[src/rtl/safe_timer.sv]
// Loadable saturating down-counter shared by the open and lockout timeouts.
// expired marks the cycle on whose closing edge the count reaches zero.
module safe_timer #(
   parameter int unsigned W = 14
) (
   input  logic         clk,
   input  logic         rst,
   input  logic         load,
   input  logic [W-1:0] load_val,
   output logic         expired
);

   logic [W-1:0] cnt;

   always_ff @(posedge clk or posedge rst) begin
      if (rst) begin
         cnt <= '0;
      end else if (load) begin
         cnt <= load_val;
      end else if (cnt != '0) begin
         cnt <= cnt - 1'b1;
      end
   end

   // A value of 1 or 0 means the timeout ends on this edge, so a load of N
   // keeps the owning state alive for exactly N cycles.
   assign expired = (cnt[W-1:1] == '0);

endmodule

[config.mk]
export PLATFORM = sky130hd
export DESIGN_NAME = safe_timer
export DESIGN_NICKNAME = d
export VERILOG_FILES = /design/src/rtl/safe_timer.sv
export SDC_FILE = /design/constraint.sdc
export NUM_CORES = 1
export LEC_CHECK = 0
export ABC_AREA = 1
export CORE_MARGIN = 5
export CORE_UTILIZATION = 25
export CTS_CLUSTER_SIZE = 8
export DETAILED_ROUTE_END_ITERATION = 16
export GPL_ROUTABILITY_DRIVEN = 0
export REMOVE_ABC_BUFFERS = 1
export SYNTH_ARGS = -nofsm -noshare
export SYNTH_HDL_FRONTEND = slang
export SYNTH_SLANG_ARGS = --single-unit
[constraint.sdc]
create_clock -name clk -period 4.1 [get_ports clk]
set_input_delay 0.615 -clock clk [delete_from_list [all_inputs] [get_ports clk]]
set_output_delay 0.615 -clock clk [all_outputs]
set_load 0.01 [all_outputs]
==> impl_metrics.env <==
export IMPL_status="complete, no violations"
export IMPL_yosys_warnings=0
export IMPL_syn_cell_area_um2=1010
export IMPL_synth_compound_area_share=0.0866
export IMPL_endpoint="expired"
export IMPL_place_area_um2=1220
export IMPL_synth_top_cell_by_area="dfrtp_1"
export IMPL_tightestPinTransition_ps=579
export IMPL_clock_latency_ps=250
export IMPL_die_h_um=73.6
export IMPL_p_sw_w=0.000119
export IMPL_ant_nets=0
export IMPL_worstReg2RegStart="cnt[0]"
export IMPL_regMostFlops="cnt"
export IMPL_post_drt_wl_per_cell_um=10.4
export IMPL_synth_top_cell_area_share=0.347
export IMPL_period_needed_ps=2470
export IMPL_synthAdderAreaFrac=0.0124
export IMPL_synth_xor_area_share=0
export IMPL_synthCells=159
export IMPL_reg2reg_depth=7
export IMPL_core_area_um2=3970
export IMPL_p_per_area_nw_per_um2=310
export IMPL_clockBufferDepth=2
export IMPL_hold_path_class="register to register"
export IMPL_layout_common_cells="nand2_1 (47), nor2_1 (28), inv_1 (25), clkdlybuf4s50_1 (17), dfrtp_1 (14)"
export IMPL_final_hold_viol_count=0
export IMPL_seq_power_share=0.426
export IMPL_drv_slew=0
export IMPL_antenna_found_initial=0
export IMPL_fin_tns_setup_ps=0
export IMPL_clock_sinks=14
export IMPL_reg_top3="cnt (14)"
export IMPL_io_buffers=17
export IMPL_cts_buffers_inserted=3
export IMPL_grt_pass1_vias=899
export IMPL_synth_top_family_by_area="simple AND/OR/NAND/NOR gates"
export IMPL_dp_cells=223
export IMPL_gr_total_overflow=0
export IMPL_cts_root_buf="clkbuf_8"
export IMPL_ir_drop_v=0.000104
export IMPL_grt_met2_usage=0.156
export IMPL_post_cts_buffers=0
export IMPL_drt_initial_drc_count=31
export IMPL_grt_use_met3=0.0397
export IMPL_switching_share=0.299
export IMPL_pwr_share_comb=0.219
export IMPL_hpwl_um=1770
export IMPL_ys_seq_area_frac=0.347
export IMPL_avgSynthCellArea_um2=6.36
export IMPL_io_pins=18
export IMPL_instances_no_fill=227
export IMPL_fmax_ghz=0.404
export IMPL_p_leak_nw=0.673
export IMPL_drive_gt1_frac=0.102
export IMPL_largest_reg_flops=14
export IMPL_nets=196
export IMPL_chipWidth_um=73.6
export IMPL_start_kind="register"
export IMPL_die_area_um2=5420
export IMPL_timing_rr_end="cnt[8]"
export IMPL_setup_worst_path_end_class="output pin"
export IMPL_critPathKind="register to output pin"
export IMPL_arrival_ps=1860
export IMPL_final_common_cell="nand2_1"
export IMPL_finClkSkew_ps=3.60
export IMPL_worst_path_max_fanout=5
export IMPL_power_internal_w=0.000277
export IMPL_path_clk_slew_ps=60
export IMPL_startpoint="cnt[7]"
export IMPL_grtUsageMet1=0.126
export IMPL_post_route_period_util=0.603
export IMPL_crit_required_ps=3480
export IMPL_ys_types=19
export IMPL_diodes=0
export IMPL_rsz0062_at_grt="no"
export IMPL_hold_buffers=0
export IMPL_synth_area_top_cells="dfrtp_1 (35%), nand2_1 (17%), nor2_1 (10%)"
export IMPL_synth_mux_area_frac=0
export IMPL_drc_errors=0
export IMPL_wirelength_um=2370
export IMPL_area_growth_pct=26.5
export IMPL_timing_slew_headroom=0.614
export IMPL_grt_busiest_layer="met2"
export IMPL_grt_pass1_wl_um=4110
export IMPL_viasPerCell=4.19
export IMPL_cts_tree="yes"
export IMPL_cts_resized_gates=0
export IMPL_drv_cap=0
export IMPL_ys_ff_latch=14
export IMPL_grt_usage=0.0998
export IMPL_h_tree_depth=1
export IMPL_setup_viol_count_final=0
export IMPL_vias=950
export IMPL_drt_pass1_iter_count=4
export IMPL_utilization=0.322
export IMPL_r2r_setup_slack_ps=2290
export IMPL_yosys_area_share_simple=0.442
export IMPL_final_cell_area_um2=1280
export IMPL_grt_max_degree=20
export IMPL_row_count=23
export IMPL_initial_core_util=0.255
export IMPL_p_clk_frac=0.355
metal layers:
| metal | vias to the layer above | share of wire |
|---|---|---|
| met5 | - | 0 |
| met4 | 0 | 0.0080 |
| met3 | 2 | 0.055 |
| met2 | 16 | 0.45 |
| met1 | 411 | 0.49 |
| li1 | 521 | - |
worst max-delay path, cell delays in order (launching register included):
cell             delay (ps)
dfrtp_1                 410
nor2_1                  230
and2_1                  260
nand2_1                  70
nor2_1                   90
clkdlybuf4s50_1         540
cells by family after synthesis:
family                   count (synthesis)
buffers and inverters                   28
adder cells (fa/ha/maj)                  1
AND/OR/NAND/NOR                        100
flip-flops                              14
AO/OA/AOI/OAI                           16
cell type report:
class	count	area (um2)
Fill cell	463	2690
Multi-Input combinational cell	117	547
Sequential cell	14	350
Timing Repair Buffer	17	170
Inverter	25	93.8
Tap cell	50	62.6
Clock buffer	4	55.1
how the worst min path moves through the flow:
stage	depth (start not counted)	end	from	slack, ps
after floorplan	1	cnt[0]	rst	500
after global placement	2	cnt[1]	cnt[1]	540
after detailed placement	2	cnt[1]	cnt[1]	570
after CTS	2	cnt[1]	cnt[1]	590
after global routing	2	cnt[1]	cnt[1]	630
final	2	cnt[1]	cnt[1]	580
Yosys cell counts, drive strengths merged:
cell,number
nand2,48
nor2,31
inv,25
dfrtp,14
nand3,10
o21ai,10
or2,7
a21oi,6
nand4,3
buf,2
and2,1
clkbuf,1
ha,1
metrics by stage:
step	power (W)	hold slack [ps]	setup WS, ps
floorplan	0.000227	504	2470
global placement	0.000257	544	1810
detailed placement	0.000259	574	1760
CTS	0.000403	586	1610
global route	0.000426	632	1440
finish	0.000396	575	1630
power by group through the flow:
stage / Clock [W] / Combinational [W] / Sequential [W]
floorplan: 0 / 0.0000608 / 0.000167
global placement: 0 / 0.0000867 / 0.000171
detailed placement: 0 / 0.0000879 / 0.000171
CTS: 0.000146 / 0.0000882 / 0.000169
global route: 0.000153 / 0.000101 / 0.000172
finish: 0.000141 / 0.0000867 / 0.000169
Power figures use the tool's default switching activity.
